`src/rtl/mem_arbiter.sv`:
```
// mem_arbiter: two-port (core / debug) arbiter onto one synchronous-read memory.
// Each transaction takes one memory cycle followed by one response cycle.
// A request that arrives while the arbiter is idle gets mem_en in the next
// cycle and ready in the cycle after that.
// When both ports are eligible, the port that did not win last time is granted.
// A response cycle may hand the memory straight to the other port, so
// contended grants alternate every two cycles.
//
// Ports:
//   clk, rst                      clock, synchronous active-high reset
//   c_req/c_we/c_wstrb/c_addr/c_wdata  core request; fields held until c_ready
//   c_ready, c_rdata              core completion pulse and read data
//   d_req/d_we/d_wstrb/d_addr/d_wdata  debug/loader request, same protocol
//   d_ready, d_rdata              debug completion pulse and read data
//   d_lock                        blocks new core grants while high
//   c_stall                       core request pending without completion
//   mem_en/mem_we/mem_wstrb/mem_addr/mem_wdata  memory cycle outputs
//   mem_rdata                     memory read data, valid one cycle after mem_en
module mem_arbiter #(
  parameter int unsigned AW = 32,
  parameter int unsigned DW = 32
) (
  input  logic            clk,
  input  logic            rst,
  input  logic            c_req,
  input  logic            c_we,
  input  logic [DW/8-1:0] c_wstrb,
  input  logic [AW-1:0]   c_addr,
  input  logic [DW-1:0]   c_wdata,
  output logic            c_ready,
  output logic [DW-1:0]   c_rdata,
  input  logic            d_req,
  input  logic            d_we,
  input  logic [DW/8-1:0] d_wstrb,
  input  logic [AW-1:0]   d_addr,
  input  logic [DW-1:0]   d_wdata,
  output logic            d_ready,
  output logic [DW-1:0]   d_rdata,
  input  logic            d_lock,
  output logic            c_stall,
  output logic            mem_en,
  output logic            mem_we,
  output logic [DW/8-1:0] mem_wstrb,
  output logic [AW-1:0]   mem_addr,
  output logic [DW-1:0]   mem_wdata,
  input  logic [DW-1:0]   mem_rdata
);

  localparam int unsigned SW = DW / 8;

  typedef enum logic [1:0] {
    S_IDLE,
    S_ACCESS,
    S_RESP
  } state_t;

  typedef enum logic {
    OWN_CORE = 1'b0,
    OWN_DBG  = 1'b1
  } owner_t;

  state_t  state;
  state_t  state_nxt;
  owner_t  owner;
  owner_t  last_owner;
  owner_t  winner;
  logic    grant;
  logic    core_elig;
  logic    dbg_elig;

  logic          lat_we;
  logic [SW-1:0] lat_wstrb;
  logic [AW-1:0] lat_addr;
  logic [DW-1:0] lat_wdata;

  // State register
  always_ff @(posedge clk) begin
    if (rst) begin
      state <= S_IDLE;
    end else begin
      state <= state_nxt;
    end
  end

  // Next-state and arbitration
  always_comb begin
    core_elig = c_req & ~d_lock;
    dbg_elig  = d_req;
    // In the response cycle the current owner may not win again, which is
    // what lets the other port take the very next memory cycle.
    if (state == S_RESP) begin
      if (owner == OWN_CORE) begin
        core_elig = 1'b0;
      end else begin
        dbg_elig = 1'b0;
      end
    end

    if (core_elig && dbg_elig) begin
      winner = (last_owner == OWN_CORE) ? OWN_DBG : OWN_CORE;
    end else if (core_elig) begin
      winner = OWN_CORE;
    end else begin
      winner = OWN_DBG;
    end

    grant     = 1'b0;
    state_nxt = state;
    case (state)
      S_IDLE, S_RESP: begin
        grant     = core_elig | dbg_elig;
        state_nxt = grant ? S_ACCESS : S_IDLE;
      end
      S_ACCESS: begin
        state_nxt = S_RESP;
      end
      default: begin
        state_nxt = S_IDLE;
      end
    endcase
  end

  // Grant bookkeeping and frozen request fields
  always_ff @(posedge clk) begin
    if (rst) begin
      owner      <= OWN_CORE;
      last_owner <= OWN_DBG;
      lat_we     <= 1'b0;
      lat_wstrb  <= '0;
      lat_addr   <= '0;
      lat_wdata  <= '0;
    end else if (grant) begin
      owner      <= winner;
      last_owner <= winner;
      if (winner == OWN_CORE) begin
        lat_we    <= c_we;
        lat_wstrb <= c_wstrb;
        lat_addr  <= c_addr;
        lat_wdata <= c_wdata;
      end else begin
        lat_we    <= d_we;
        lat_wstrb <= d_wstrb;
        lat_addr  <= d_addr;
        lat_wdata <= d_wdata;
      end
    end
  end

  // Outputs
  always_comb begin
    mem_en    = (state == S_ACCESS);
    mem_we    = mem_en & lat_we;
    mem_wstrb = mem_en ? lat_wstrb : '0;
    mem_addr  = lat_addr;
    mem_wdata = lat_wdata;
    c_ready   = (state == S_RESP) && (owner == OWN_CORE);
    d_ready   = (state == S_RESP) && (owner == OWN_DBG);
    // Read data is only forwarded to the port being answered.
    c_rdata   = c_ready ? mem_rdata : '0;
    d_rdata   = d_ready ? mem_rdata : '0;
    c_stall   = c_req & ~c_ready;
  end

endmodule

```
`config.mk`:
```
export PLATFORM = sky130hd
export DESIGN_NAME = mem_arbiter
export DESIGN_NICKNAME = d
export VERILOG_FILES = /design/src/rtl/mem_arbiter.sv
export SDC_FILE = /design/constraint.sdc
export NUM_CORES = 1
export LEC_CHECK = 0
export BUFFER_PORTS_ARGS = -buffer_cell sky130_fd_sc_hd__buf_2
export CORE_AREA = 2 2 123 125
export DETAILED_ROUTE_END_ITERATION = 6
export DIE_AREA = 0 0 125 127
export PLACE_DENSITY_LB_ADDON = 0.2
export SETUP_SLACK_MARGIN = 0.5
export SYNTH_ARGS = -nofsm -noshare
export SYNTH_HDL_FRONTEND = slang
export SYNTH_SLANG_ARGS = --single-unit
export TNS_END_PERCENT = 5
```
`constraint.sdc`:
```
create_clock -name clk -period 1.98 [get_ports clk]
set_input_delay 0.396 -clock clk [delete_from_list [all_inputs] [get_ports clk]]
set_output_delay 0.396 -clock clk [all_outputs]
set_load 0.005 [all_outputs]
```
Word level (Yosys, flattened, before mapping)
Index checks and enable logic that the tools add are counted.

storage, ports and cells
  flip-flop bits (word level) = 73
  bits of input ports = 175
  output and inout bits = 137
  word-level logic and storage cells = 38

operators by class
  eq/ne operators = 2
  muxes and demuxes = 17
  bitwise operators = 7
  reductions and logical operators = 5

operators by type and width
  kind                                                             count
  32-bit two-way mux                                               4
  1-bit two-way mux                                                10
  4-bit two-way mux                                                2
  2-bit case mux with 2 select lines                               1
  1-bit bitwise AND                                                3
  1-bit logical AND                                                3
  1-bit inverter                                                   3
  2-bit by 1-bit == test with 1-bit output, second input constant  1
  2-bit == test, second input constant                             1
  2-bit logical NOT                                                1
  2-bit OR reduction                                               1
  1-bit bitwise OR                                                 1

Logic depth before layout (Yosys ltp)
  depth in word-level cells = 7
  mapped depth = 7
  mapped depth without buffers = 4

Worst setup path after synthesis
OpenSTA, ideal clock, no wires.

  path type = register to output
  from = reg state[1]
  to = out c_rdata[22]
  arrival time = 1.262 ns
  data required time = 1.584 ns
  slack = 0.322 ns
  stages on the path, launching flop included = 5
  buffers on the path = 1
  path through = dfxtp_1 or3b_4 inv_1 clkbuf_1 and2_1

between the ends
  word-level cells in the longest chain between the ends = 3

RTL lines
  element                 line  RTL
  from (decl)             62    state_t state;
  from (signal assigned)  81    state <= state_nxt;
  2-bit == test           156   c_ready = (state == S_RESP) && (owner == OWN_CORE);
  1-bit logical AND       156
  via c_ready             30    output logic c_ready,
  32-bit two-way mux      159   c_rdata = c_ready ? mem_rdata : '0;
  to (decl)               31    output logic [DW-1:0] c_rdata,

The timed path passes the listed nets, and every way through them passes these cells.

Final worst setup path
  from = reg owner
  to = out c_rdata[10]

between the ends
  word-level cells in the longest chain between the ends = 3

RTL lines
  element                 line  RTL
  from (decl)             64    owner_t owner;
  from (signal assigned)  133   owner <= winner;
  1-bit inverter          156
  1-bit logical AND       156
  32-bit two-way mux      159

Every way passes these cells.

==> flow_metrics.py <==
metrics = {
    "status": {
        "outcome": "completed",
    },
    "floorplanning": {
        "die-area_um2": 15880,
        "coreArea_um2": 14420,
        "start_util_pct": 28.37,
        "die_width_um": 125,
        "io_pins": 312,
        "num_rows": 44,
        "dieHeight_um": 127,
    },
    "synthesis": {
        "synth_area_um2": 4091,
        "netlist_instances": 483,
        "ys_ff_latch": 73,
        "ys_warn_count": 0,
        "synth.top_cell.area_share_pct": 35.72,
        "yosysSeqAreaShare_pct": 35.72,
        "syn_nets": 658,
        "synth_area_leaders": "dfxtp_1 (36%), a311oi_2 (21%), nand2_1 (13%)",
        "syn_area_per_cell_um2": 8.471,
        "synth.distinct_cells": 23,
        "yosys.area.top_type": "dfxtp_1",
    },
    "timing": {
        "slew_headroom_pct": 67.13,
        "timing.final.crit_share_pct": 99.60,
        "tightest_slew_ns": 0.4930,
        "finalSetupViolCount": 0,
        "fmax_ghz": 0.5071,
        "slew_viol_final": 0,
        "skew_ns": 0.008211,
        "grt_setup_unrepaired": "yes",
        "finalHoldViolCount": 0,
        "fin_crit_ns": 1.972,
    },
    "cells_and_area": {
        "drive_gt1_share_pct": 59.21,
        "synthToLayoutAreaGrowth_pct": 62.20,
        "fillCellCount": 1398,
        "stdcell_area_um2": 6636,
        "final_cell_mix": "buf_2 (264), nand2_1 (138), nor2_1 (71), dfxtp_1 (70), a311oi_2 (64)",
        "finish.utilization_pct": 46.01,
        "final_common_cell": "buf_2",
        "layout.nets": 953,
    },
    "grt": {
        "antenna_found_initial": 2,
        "grt_pass1_vias": 4427,
        "grt_max_degree": 74,
        "grt_pass1_wl_um": 21640,
        "gr-total-overflow": 0,
        "grtUsageTotal_pct": 16.71,
    },
    "clocking": {
        "numCtsBuffers": 9,
        "cts-root-buf": "clkbuf_16",
        "clk_pin_slew_ns": 0.06,
        "htreeDepth": 3,
        "clock_latency_ns": 0.33,
        "clock_path_buffers": 2,
        "cts_tree": "built",
        "postCtsHoldBufs": 0,
        "cts.sinks": 73,
    },
    "routing": {
        "vias": 4648,
        "ant_nets": 0,
        "routedWlPerCell_um": 16.39,
        "viasPerCell": 4.802,
        "dr.pass1.iters": 6,
        "drtIter0Drc": 168,
        "drc_errors": 0,
        "wl_um": 15860,
    },
    "min_path": {
        "hp-class": "input port to flop",
        "hold_depth": 3,
    },
    "setup_path": {
        "critPathRequiredTime_ns": 1.58,
        "critPathLaunchType": "flop",
        "crit_path_end_kind": "output pin",
        "path_max_fanout": 8,
        "r2r_cells": 6,
        "worstPathArrival_ns": 1.58,
        "critical_path_class": "flop to output pin",
    },
    "place": {
        "dp_hpwl_um": 10210,
        "place_area_um2": 5715,
        "port_buffers": 311,
        "gp_congestion": 0.9531,
    },
    "job": {
        "cap_violations": 0,
    },
    "pwr": {
        "leakage_nw": 3.241,
        "powerDensity_nw_per_um2": 672.9,
        "irDropWorstVdd_mv": 0.3154,
    },
}
stage by stage:
stage | TNS [ns] | power, mW | hold slack, ns | std cells | worst slack, ns
after floorplan | 0 | 2.409 | 0.4364 | 483 | 0.4933
after global placement | 0 | 2.811 | 0.4623 | 940 | 0.2550
after detailed placement | 0 | 2.844 | 0.4874 | 940 | 0.1815
after CTS | 0 | 4.439 | 0.3063 | 957 | 0.06070
after global routing | -0.3617 | 4.721 | 0.3260 | 968 | -0.04732
final | 0 | 4.466 | 0.3305 | 968 | 0.008000
synthesized netlist by cell type:
| master | number |
|---|---|
| a211oi_1 | 1 |
| o211a_1 | 1 |
| buf_4 | 10 |
| nor2b_1 | 2 |
| o221a_2 | 1 |
| inv_1 | 2 |
| and3b_1 | 1 |
| a21boi_0 | 1 |
| mux2i_1 | 1 |
| buf_8 | 1 |
| buf_2 | 13 |
| clkbuf_1 | 13 |
| nand2b_1 | 3 |
| a311oi_1 | 11 |
| nor2b_2 | 1 |
| dfxtp_1 | 73 |
| or3b_4 | 1 |
| nor2_1 | 71 |
| and2_1 | 70 |
| a311oi_2 | 58 |
| nand2_1 | 138 |
| o211ai_4 | 1 |
| buf_6 | 9 |
worst max-delay path, cell delays in order (launching register included):
cell and delay (ns):
dfxtp_2 0.33, or3b_4 0.52, clkinv_4 0.14, and2_1 0.15, buf_2 0.12
repair_timing:
action | CTS | global route
setup buffers | 1 | 2
cloned | 1 | 7
pin swaps | 0 | 59
setup endpoints to repair | 144 | 144
resized for setup | 4 | 107
registers in the layout, summed over array words and instances, names as in the netlist:
name        cells
state           2
last_owner      1
owner           1
lat_we          1
lat_wstrb       4
mem_addr       32
mem_wdata      32
cell type report:
type / count / area, um2 / share of cell area, %
flip-flops and latches: 73 / 1465 / 22.08
repair inverters: 3 / 28.78 / 0.4336
clock inverters: 4 / 45.04 / 0.6787
inverters: 2 / 15.01 / 0.2262
diodes: 2 / 5.005 / 0.07541
multi-input cells: 362 / 2485 / 37.44
well taps: 184 / 230.2 / 3.469
clock buffers: 11 / 232.7 / 3.507
repair buffers: 327 / 2130 / 32.09
cells by family (layout without fill, tap and decap cells):
kind of cell	after synthesis	in the layout	share of synthesized area (%)
compound gates	74	74	25.05
simple gates	287	287	31.35
flops	73	73	35.72
mux	1	1	0.2447
other cells	0	2	0
buf+inv	48	347	7.645
report_power, final:
group          internal (mW)  switching, mW  leakage, nW
logic                  0.570          0.622         2.49
clock network          0.962          0.594        0.139
registers               1.64         0.0796        0.607
total                   3.17           1.30         3.24
metal layers:
| layer | routed length [um] | vias up | track usage, % | share of wire [%] |
|---|---|---|---|---|
| met5 | 0 | - | 0 | 0 |
| met4 | 439 | 0 | 6.667 | 2.8 |
| met3 | 1074 | 31 | 4.523 | 6.8 |
| met2 | 8471 | 203 | 31.87 | 53 |
| met1 | 5876 | 2188 | 17.34 | 37 |
| li1 | - | 2226 | - | - |
path summary, 6_finish.rpt:
path / endpoint / slack, ns / from
worst max-delay path: c_rdata[10] / 0.008 / owner
worst min-delay path: mem_wdata[17] / 0.33 / d_wdata[17]
worst max register to register: mem_addr[16] / 0.06 / owner
worst min register to register: last_owner / 0.50 / last_owner
(Power assumes the default switching activity.)
